--- src/rtl/nn_pkg.sv ---
// Shared types and helpers for the time-multiplexed neuron layer.
// Build option NEURON_LAYER_BIAS_EN adds per-neuron bias registers.
package nn_pkg;

    typedef enum logic [1:0] {IDLE, MAC, DONE} state_t;

    localparam int RS_W = 64;

    function automatic int calc_acc_w(input int n_in, input int dw, input int ww);
        int w;
        w = dw + ww + $clog2(n_in) + 1;
`ifdef NEURON_LAYER_BIAS_EN
        w = w + 1;
`endif
        return w;
    endfunction

    function automatic int calc_aw(input int n_in, input int n_out);
        int a;
`ifdef NEURON_LAYER_BIAS_EN
        a = $clog2(n_in * n_out + n_out);
`else
        a = $clog2(n_in * n_out);
`endif
        return (a < 1) ? 1 : a;
    endfunction

    function automatic int cnt_w(input int n);
        return (n < 2) ? 1 : $clog2(n);
    endfunction

    // Negative sums clamp to zero, sums above the OW-bit range clip to all-ones.
    function automatic logic [RS_W-1:0] relu_sat(input logic signed [RS_W-1:0] acc,
                                                 input int ow, output logic sat);
        logic signed [RS_W-1:0] maxv;
        maxv = (64'sd1 <<< ow) - 64'sd1;
        sat = 1'b0;
        relu_sat = '0;
        if (acc < 0) begin
            relu_sat = '0;
        end else if (acc > maxv) begin
            relu_sat = maxv;
            sat = 1'b1;
        end else begin
            relu_sat = acc;
        end
    endfunction

endpackage

--- src/rtl/nn_mac_unit.sv ---
// Shared signed multiply-accumulate datapath with ReLU/saturating output view.
// The first product of each neuron starts from base_i instead of the running sum.
module nn_mac_unit
    import nn_pkg::*;
#(
    parameter int DW    = 4,
    parameter int WW    = 4,
    parameter int OW    = 10,
    parameter int ACC_W = 11
) (
    input  logic                    clk_i,
    input  logic                    clr_i,
    input  logic                    en_i,
    input  logic                    first_i,
    input  logic signed [ACC_W-1:0] base_i,
    input  logic [DW-1:0]           x_i,
    input  logic signed [WW-1:0]    w_i,
    output logic [OW-1:0]           y_o,
    output logic                    sat_o
);

    logic signed [DW+WW:0]    prod_p0;
    logic signed [ACC_W-1:0]  sum_p0;
    logic signed [ACC_W-1:0]  acc_p1;
    logic [RS_W-1:0]          rs_p0;
    logic                     unused_hi;

    assign prod_p0 = $signed({1'b0, x_i}) * w_i;
    assign sum_p0  = (first_i ? base_i : acc_p1) + ACC_W'(prod_p0);

    always_comb begin
        rs_p0 = relu_sat(RS_W'(sum_p0), OW, sat_o);
    end

    assign y_o       = rs_p0[OW-1:0];
    assign unused_hi = |rs_p0[RS_W-1:OW];

    // p0 -> p1: running sum register
    always_ff @(posedge clk_i) begin
        if (clr_i) begin
            acc_p1 <= '0;
        end else if (en_i) begin
            acc_p1 <= sum_p0;
        end
    end

endmodule

--- src/rtl/neuron_layer_mac.sv ---
// Fully-connected layer, N_OUT neurons x N_IN inputs, one product per enabled cycle.
// Build option NEURON_LAYER_BIAS_EN adds bias registers at addresses N_IN*N_OUT + j.
module neuron_layer_mac
    import nn_pkg::*;
#(
    parameter int N_IN  = 4,
    parameter int N_OUT = 8,
    parameter int DW    = 4,
    parameter int WW    = 4,
    parameter int OW    = 10,
    localparam int ACC_W = calc_acc_w(N_IN, DW, WW),
    localparam int AW    = calc_aw(N_IN, N_OUT)
) (
    input  logic                  clk_i,
    input  logic                  rst_i,
    input  logic                  en_i,
    input  logic                  wr_en_i,
    input  logic [AW-1:0]         wr_addr_i,
    input  logic [WW-1:0]         wr_data_i,
    input  logic                  in_valid_i,
    output logic                  in_ready_o,
    input  logic [N_IN*DW-1:0]    x_i,
    output logic                  out_valid_o,
    input  logic                  out_ready_i,
    output logic [N_OUT*OW-1:0]   y_o,
    output logic                  busy_o,
    output logic                  sat_o
);

    localparam int NW = N_IN * N_OUT;
    localparam int KW = cnt_w(N_IN);
    localparam int JW = cnt_w(N_OUT);

    state_t                   state_q, state_d;
    logic [KW-1:0]            k_q;
    logic [JW-1:0]            j_q;
    logic signed [WW-1:0]     w_q [NW];
    logic [N_IN*DW-1:0]       x_p0;
    logic [N_OUT*OW-1:0]      y_q;
    logic                     sat_q;
    logic                     accept, step, last_k, last_j, wr_ok;
    logic [DW-1:0]            x_cur;
    logic signed [WW-1:0]     w_cur;
    logic signed [ACC_W-1:0]  base;
    logic [OW-1:0]            mac_y;
    logic                     mac_sat;

    assign in_ready_o  = (state_q == IDLE);
    assign busy_o      = (state_q == MAC);
    assign out_valid_o = (state_q == DONE);
    assign y_o         = y_q;
    assign sat_o       = sat_q;

    assign accept = in_ready_o & in_valid_i & en_i;
    assign step   = busy_o & en_i;
    assign last_k = (int'(k_q) == N_IN - 1);
    assign last_j = (int'(j_q) == N_OUT - 1);
    assign wr_ok  = wr_en_i & (state_q != MAC);

    always_comb begin
        state_d = state_q;
        case (state_q)
            IDLE:    if (accept) state_d = MAC;
            MAC:     if (step && last_k && last_j) state_d = DONE;
            DONE:    if (out_ready_i) state_d = IDLE;
            default: state_d = IDLE;
        endcase
    end

    always_ff @(posedge clk_i or posedge rst_i) begin
        if (rst_i) begin
            state_q <= IDLE;
            k_q     <= '0;
            j_q     <= '0;
        end else begin
            state_q <= state_d;
            if (accept) begin
                k_q <= '0;
                j_q <= '0;
            end else if (step) begin
                if (last_k) begin
                    k_q <= '0;
                    j_q <= last_j ? '0 : j_q + 1'b1;
                end else begin
                    k_q <= k_q + 1'b1;
                end
            end
        end
    end

    // Operand selection for the current (j, k) product
    always_comb begin
        x_cur = '0;
        w_cur = '0;
        for (int i = 0; i < N_IN; i++) begin
            if (int'(k_q) == i) x_cur = x_p0[i*DW +: DW];
        end
        for (int i = 0; i < NW; i++) begin
            if (int'(j_q) * N_IN + int'(k_q) == i) w_cur = w_q[i];
        end
    end

    always_ff @(posedge clk_i or posedge rst_i) begin
        if (rst_i) begin
            for (int i = 0; i < NW; i++) w_q[i] <= '0;
        end else if (wr_ok) begin
            for (int i = 0; i < NW; i++) begin
                if (int'(wr_addr_i) == i) w_q[i] <= wr_data_i;
            end
        end
    end

`ifdef NEURON_LAYER_BIAS_EN
    logic signed [WW-1:0] bias_q [N_OUT];

    always_ff @(posedge clk_i or posedge rst_i) begin
        if (rst_i) begin
            for (int i = 0; i < N_OUT; i++) bias_q[i] <= '0;
        end else if (wr_ok) begin
            for (int i = 0; i < N_OUT; i++) begin
                if (int'(wr_addr_i) == NW + i) bias_q[i] <= wr_data_i;
            end
        end
    end

    always_comb begin
        base = '0;
        for (int i = 0; i < N_OUT; i++) begin
            if (int'(j_q) == i) base = ACC_W'(bias_q[i]);
        end
    end
`else
    assign base = '0;
`endif

    always_ff @(posedge clk_i) begin
        if (accept) x_p0 <= x_i;
    end

    nn_mac_unit #(
        .DW    (DW),
        .WW    (WW),
        .OW    (OW),
        .ACC_W (ACC_W)
    ) u_mac (
        .clk_i   (clk_i),
        .clr_i   (accept),
        .en_i    (step),
        .first_i (k_q == '0),
        .base_i  (base),
        .x_i     (x_cur),
        .w_i     (w_cur),
        .y_o     (mac_y),
        .sat_o   (mac_sat)
    );

    // Neuron write-back and sticky clip flag, cleared per transaction
    always_ff @(posedge clk_i or posedge rst_i) begin
        if (rst_i) begin
            y_q   <= '0;
            sat_q <= 1'b0;
        end else if (accept) begin
            sat_q <= 1'b0;
        end else if (step && last_k) begin
            for (int i = 0; i < N_OUT; i++) begin
                if (int'(j_q) == i) y_q[i*OW +: OW] <= mac_y;
            end
            if (mac_sat) sat_q <= 1'b1;
        end
    end

endmodule

--- config.mk ---
export PLATFORM = sky130hd
export DESIGN_NAME = neuron_layer_mac
export DESIGN_NICKNAME = d
export VERILOG_FILES = /design/src/rtl/nn_pkg.sv /design/src/rtl/nn_mac_unit.sv /design/src/rtl/neuron_layer_mac.sv
export SDC_FILE = /design/constraint.sdc
export NUM_CORES = 1
export LEC_CHECK = 0
export CAP_MARGIN = 0
export CORE_AREA = 2 2 122 214
export DETAILED_ROUTE_END_ITERATION = 8
export DIE_AREA = 0 0 124 216
export PLACE_DENSITY_LB_ADDON = 0.12
export SLEW_MARGIN = 30
export SYNTH_ARGS = -nofsm -noshare
export SYNTH_HDL_FRONTEND = slang
export SYNTH_SLANG_ARGS = --single-unit
--- constraint.sdc ---
create_clock -name clk_i -period 10.9 [get_ports clk_i]
set_input_delay 2.18 -clock clk_i [delete_from_list [all_inputs] [get_ports clk_i]]
set_output_delay 2.18 -clock clk_i [all_outputs]
set_load 0.005 [all_outputs]
==> results.py, run 1 <==
metrics = {
    "sta": {
        "fin_skew_ps": 14.9,
        "slew_violations": 0,
        "fin_tns_setup_ps": 0,
        "fmax_mhz": 125,
        "rsz0062_at_grt": "false",
        "setup_viol": 0,
        "fin_crit_ps": 8020,
        "final-hold-violation-count": 0,
        "fin_crit_sh_pct": 73.6,
        "max-slew-margin-rel_pct": 32.2,
        "worstMarginPinSlew_ps": 1010,
    },
    "synthesis": {
        "muxShareOfSynthArea_pct": 11.5,
        "syn_area_per_cell_um2": 10.1,
        "synth_compound_area_share_pct": 14.4,
        "synth_ff_type": "dfrtp_1",
        "syn_nets": 1300,
        "synthSimpleGateAreaFrac_pct": 15.3,
        "synthAdderAreaFrac_pct": 5.22,
        "async_flop_share_pct": 88.9,
        "syn_area_um2": 12400,
        "ys_seq_elements": 243,
        "seq_area_frac_synth_pct": 49.3,
        "synth_xor_area_share_pct": 0.829,
        "syn_inst": 1224,
        "synth_edf_count": 16,
        "yosys.cell_types.count": 74,
        "synth_top_family_by_area": "simple AND/OR/NAND/NOR gates",
        "synth_warnings": 0,
    },
    "detailed_routing": {
        "wl_per_cell_um": 21.8,
        "drt-vias-per-instance": 6.00,
        "drc": 0,
        "vias": 9814,
        "drtPass1Iterations": 5,
        "drtAntennaViolNets": 0,
        "drt_iter0_markers": 706,
        "drt-total-wl_mm": 35.6,
    },
    "die": {
        "die_w_um": 124,
        "core_um2": 25000,
        "die_h_um": 216,
        "rows": 77,
        "start_util_pct": 49.4,
        "pin_count": 115,
        "die-area_um2": 26800,
    },
    "global_routing": {
        "grt_pass1_wl_mm": 55.9,
        "grt_pass1_vias": 9817,
        "grt.total_usage_pct": 27.3,
        "antenna_found_initial": 0,
        "gr-total-overflow": 0,
        "grt_start_max_net_pins": 144,
    },
    "placed_design": {
        "dp_hpwl_mm": 25.3,
        "place_area_um2": 13800,
        "numPortBuffers": 114,
        "gp_congestion": 0.900,
    },
    "clock_tree": {
        "htreeDepth": 1,
        "cts_root_buf": "clkbuf_16",
        "cts_made_buffers": 23,
        "cts-resized-gates": 0,
        "clkLatencyLatePin_ps": 530,
        "clkSlewWorstSetupHoldPaths_ps": 70,
        "post_cts_buffers": 0,
        "clk_path_buf_depth": 3,
        "clock_sinks": 243,
        "hold_buffers": 0,
        "cts_tree": "done",
    },
    "power": {
        "irDropWorstVdd_v": 0.000302,
        "power.internal_mw": 2.43,
        "p_switching_mw": 2.22,
        "seqPwrFrac_pct": 25.9,
        "pwr_density_cell_nw_per_um2": 321,
        "p_comb_share_pct": 57.0,
        "p_clk_share_pct": 17.1,
        "leakage_nw": 6.45,
        "swShare_pct": 47.7,
        "power.total_mw": 4.65,
    },
    "setup_path": {
        "worstPathArrival_ps": 8420,
        "required_ps": 11300,
        "end_kind": "flip-flop",
        "critPathMaxFanout": 29,
        "crit_type": "reg2reg",
        "critPathLaunchType": "flip-flop",
    },
    "hold_path": {
        "hold_class": "reg2reg",
    },
    "finish": {
        "num-nets-final": 1381,
        "fillCellCount": 2207,
        "drive_gt1_share_pct": 15.1,
        "n_antenna_cell": 0,
        "area_growth_pct": 17.3,
        "fin_util_pct": 57.9,
        "final_area_um2": 14500,
    },
    "outcome": {
        "status": "completed",
    },
    "flow_run": {
        "cap_violations": 0,
    },
}
power by group through the flow:
stage / clock network, mW / registers, mW / logic (mW)
finish: 0.796 / 1.20 / 2.65
global route: 0.845 / 1.22 / 2.88
CTS: 0.807 / 1.20 / 2.64
detailed placement: 0 / 1.22 / 2.63
global placement: 0 / 1.21 / 2.51
floorplan: 0 / 1.19 / 1.63
cells by family (layout without fill, tap and decap cells):
family | count (synthesis) | count (layout)
xor+xnor | 10 | 10
buf+inv | 105 | 202
flops | 243 | 243
simple gates | 415 | 415
mux | 126 | 126
compound gates | 280 | 280
fa+ha+maj | 45 | 45
routing by layer:
layer	up-vias	track usage [%]	routed length, um
li1	4480	-	-
met3	105	2.51	1590
met1	4826	31.9	13100
met4	0	14.8	2200
met2	403	48.3	18700
met5	-	0	0
state kept, by name (all words and copies together) (netlist names):
signal	cells
j_q	3
x_p0	16
sat_o	1
state_q	2
u_mac.acc_p1	11
w_q	128
y_o	80
k_q	2
worst paths after layout:
| check | start | endpoint | slack (ps) | depth (start not counted) |
|---|---|---|---|---|
| setup reg to reg | k_q[0]$_DFFE_PP0P_ | y_o[50]$_DFFE_PP0P_ | 2880 | 24 |
| hold reg to reg | u_mac.acc_p1[2]$_SDFFE_PP0P_ | u_mac.acc_p1[2]$_SDFFE_PP0P_ | 450 | 2 |
| max in group asynchronous | rst_i | w_q[83]$_DFFE_PP0P_ | 7520 | 3 |
| min in group asynchronous | rst_i | y_o[62]$_DFFE_PP0P_ | 2190 | 2 |
| setup / recovery | k_q[0]$_DFFE_PP0P_ | y_o[50]$_DFFE_PP0P_ | 2880 | 24 |
| hold / removal | u_mac.acc_p1[2]$_SDFFE_PP0P_ | u_mac.acc_p1[2]$_SDFFE_PP0P_ | 450 | 2 |
metrics by stage:
step           setup slack, ps  hold slack (ps)  std cells
2_1_floorplan             2810              432       1224
3_3_place_gp              2720              439       1595
3_5_place_dp              2990              443       1596
4_1_cts                   2930              452       1637
5_1_grt                   2490              480       1637
6_report                  2880              453       1637
cell usage after synthesis, types with 8 or more instances:
| library cell | n | area share [%] |
|---|---|---|
| dfrtp_1 | 216 | 44 |
| nand2_1 | 216 | 6.6 |
| mux2_2 | 126 | 11 |
| o21ai_0 | 73 | 3.0 |
| nor2_1 | 60 | 1.8 |
| a21oi_1 | 51 | 2.1 |
| o21ai_1 | 40 | 1.6 |
| ha_1 | 34 | 3.4 |
| nor2b_1 | 33 | 1.7 |
| clkbuf_1 | 31 | 0.94 |
| inv_1 | 31 | 0.94 |
| buf_2 | 25 | 1.0 |
| nand3_1 | 25 | 1.0 |
| nor3_1 | 18 | 0.73 |
| edfxtp_1 | 16 | 3.9 |
| o31ai_1 | 16 | 0.97 |
| buf_1 | 14 | 0.42 |
| and3_1 | 12 | 0.61 |
| dfxtp_1 | 11 | 1.8 |
| fa_1 | 11 | 1.8 |
| nand2b_1 | 11 | 0.56 |
| nand3b_1 | 11 | 0.67 |
| a31oi_1 | 10 | 0.51 |
| a211oi_1 | 8 | 0.49 |
| and2_1 | 8 | 0.40 |
area by class of cell:
class	count	area [um^2]	area share, %
clock buffer	30	642	4.42
clock inverter	11	95.1	0.655
inverter	32	133	0.914
multi-input combinational	876	5880	40.5
sequential	243	6110	42.1
tap	316	395	2.72
timing repair buffer	129	1260	8.72
layout by cell type, fill, tap and decap left out, types with 6 or more instances in the layout:
cell type,n
nand2_1,216
a31oi_1,10
and3_1,12
dfxtp_1,11
inv_1,30
nor2b_1,33
nand3_1,25
o21ai_0,73
clkdlybuf4s50_1,114
a21oi_1,51
nand3b_1,11
o21a_1,6
o22ai_1,7
and2_1,8
ha_1,31
o21ai_1,40
o221ai_1,7
nand2b_1,11
fa_1,11
mux2_2,126
clkbuf_16,23
a211oi_1,8
nor2_1,59
edfxtp_1,16
o31ai_1,16
nor3_1,18
buf_4,13
dfrtp_1,216
worst max-delay path: stages, from the launching register on:
cell	delay [ps]
dfrtp_1	430
inv_1	110
ha_2	560
clkinv_1	750
o311a_1	350
o32ai_1	160
o221ai_1	300
a22oi_2	430
a21oi_4	170
inv_1	140
nor2_1	70
fa_1	480
fa_1	540
inv_1	50
fa_1	530
inv_1	40
ha_1	340
nor2b_1	170
o31a_1	280
or4_1	420
a31oi_1	220
xnor2_1	340
xor2_4	590
buf_8	280
o21ai_0	110
No activity file was read; power rests on OpenSTA's default activity.
==> run 2, diff against run 1 <==
==> constraint.sdc (replaced) <==
create_clock -name clk_i -period 6.8 [get_ports clk_i]
set_input_delay 1.36 -clock clk_i [delete_from_list [all_inputs] [get_ports clk_i]]
set_output_delay 1.36 -clock clk_i [all_outputs]
set_load 0.005 [all_outputs]
==> run 2 against run 1 <==
First-iteration DRC count is 13% lower. Die area unchanged. Hold slack hardly changed. Via count is 1.9% higher. Global-route usage rose by 1.2 points. Highest routed layer unchanged.
==> results.py, run 2 (synthesis results as in run 1) <==
metrics = {
    "flow_run": {
        "cap_violations": 0,
    },
    "setup_path": {
        "startpoint": "k_q[0]$_DFFE_PP0P_",
        "timing.rr.start": "k_q[0]$_DFFE_PP0P_",
        "worstPathArrival_ps": 6970,
        "crit_top_cell": "fa_1",
        "cpPeakStageDelay_ps": 550,
        "critPathLaunchType": "flip-flop",
        "required_ps": 7220,
        "path_buf_inv": 6,
        "end_kind": "flip-flop",
        "crit_type": "reg2reg",
        "crit_family": "adder cells",
        "critical_path.slowest_cell": "fa_1",
        "critPathMaxFanout": 16,
    },
    "placed_design": {
        "dp_slack_ps": 4.58,
        "gp_congestion": 0.939,
        "numPortBuffers": 114,
        "dp_hpwl_mm": 27.5,
        "place_area_um2": 14200,
    },
    "finish": {
        "drive_gt1_share_pct": 20.3,
        "final_common_cell": "nand2_1",
        "final_area_um2": 15200,
        "n_antenna_cell": 0,
        "largest_reg_flops": 128,
        "num-nets-final": 1436,
        "final_cell_mix": "nand2_1, dfrtp_1, mux2_2",
        "fin_util_pct": 60.7,
        "area_growth_pct": 22.9,
        "largest_register": "w_q",
    },
    "sta": {
        "fin_crit_ps": 6550,
        "fin_crit_sh_pct": 96.3,
        "hold_slack_ps": 453,
        "setup_viol": 0,
        "slew_violations": 0,
        "fmax_mhz": 153,
        "setup_slack_ps": 252,
        "fin_skew_ps": 30.4,
        "max-slew-margin-rel_pct": 41.1,
        "worstMarginPinSlew_ps": 884,
        "final-hold-violation-count": 0,
    },
    "clock_tree": {
        "htreeDepth": 1,
        "clkLatencyLatePin_ps": 550,
        "cts_root_buf": "clkbuf_16",
        "clkSlewWorstSetupHoldPaths_ps": 70,
        "clock_sinks": 243,
        "cts_tree": "done",
        "hold_buffers": 0,
        "clk_path_buf_depth": 3,
        "cts_made_buffers": 23,
    },
    "die": {
        "rows": 77,
        "core_um2": 25000,
        "start_util_pct": 49.4,
        "pin_count": 115,
        "die-area_um2": 26800,
        "die_h_um": 216,
        "die_w_um": 124,
    },
    "detailed_routing": {
        "wl_per_cell_um": 22.3,
        "drc": 0,
        "drt-vias-per-instance": 5.91,
        "vias": 10003,
        "drt_iter0_markers": 611,
        "drtAntennaViolNets": 0,
        "drt-total-wl_mm": 37.7,
        "drtPass1Iterations": 6,
    },
    "power": {
        "p_switching_mw": 3.71,
        "leakage_nw": 6.77,
        "seqPwrFrac_pct": 23.5,
        "p_clk_share_pct": 17.1,
        "p_comb_share_pct": 59.4,
        "power.internal_mw": 4.46,
        "pwr_density_cell_nw_per_um2": 537,
        "swShare_pct": 45.4,
        "irDropWorstVdd_v": 0.000477,
    },
    "global_routing": {
        "gr-total-overflow": 0,
        "grt_pass1_wl_mm": 57.9,
        "grt_pass1_vias": 10176,
        "antenna_found_initial": 0,
        "grt.total_usage_pct": 28.5,
        "grt_start_max_net_pins": 104,
    },
    "outcome": {
        "status": "completed",
    },
    "hold_path": {
        "hold_class": "reg2reg",
        "hold_start": "u_mac.acc_p1[5]$_SDFFE_PP0P_",
    },
}
-- run 2: power groups by stage --
stage | clock network (mW) | registers [mW] | logic (mW)
2_1_floorplan | 0 | 1.90 | 2.61
3_3_place_gp | 0 | 1.93 | 4.61
3_5_place_dp | 0 | 1.94 | 4.68
4_1_cts | 1.41 | 1.92 | 4.70
5_1_grt | 1.47 | 1.95 | 5.28
6_report | 1.39 | 1.92 | 4.85
-- run 2: worst paths after layout --
check                      depth (start not counted)                            to  slack (ps)
max                                               27           y_o[13]$_DFFE_PP0P_         250
min                                                2  u_mac.acc_p1[5]$_SDFFE_PP0P_         450
max reg2reg                                       27           y_o[13]$_DFFE_PP0P_         250
min reg2reg                                        2  u_mac.acc_p1[5]$_SDFFE_PP0P_         450
max in group asynchronous                          4          w_q[105]$_DFFE_PP0P_        4180
min in group asynchronous                          2           w_q[26]$_DFFE_PP0P_        1190
-- run 2: final cells by class --
cell class | instances | area [um^2]
Inverter | 32 | 124
Clock buffer | 29 | 628
Clock inverter | 13 | 178
Multi-Input combinational cell | 876 | 6010
Tap cell | 316 | 395
Timing Repair Buffer | 184 | 1770
Fill cell | 2176 | 9830
Sequential cell | 243 | 6110
-- run 2: routing by layer --
layer  vias to the layer above  wire length (um)  part of all wire, %  track usage (%)
met3                       115              1610                  4.3             3.14
met5                         -                 0                    0                0
met2                       351             20200                   54             52.0
met1                      4945             13700                   36             31.9
li1                       4592                 -                    -                -
met4                         0              2210                  5.9             14.8
-- run 2: timing repair --
action,4_1_cts,5_1_grt
endpoints found under the setup margin,0,82
resized for setup,0,41
setup buffers,0,3
-- run 2: per-stage QoR --
| step | TNS, ps | power [mW] | std cells |
|---|---|---|---|
| 2_1_floorplan | 0 | 4.51 | 1224 |
| 3_3_place_gp | 0 | 6.55 | 1646 |
| 3_5_place_dp | 0 | 6.62 | 1647 |
| 4_1_cts | 0 | 8.03 | 1689 |
| 5_1_grt | -18.5 | 8.70 | 1693 |
| 6_report | 0 | 8.17 | 1693 |
-- run 2: worst min-delay path, cell delays in order, from the launching register on --
cell     delay [ps]
dfxtp_1         310
nand2_1          50
a21oi_1          50
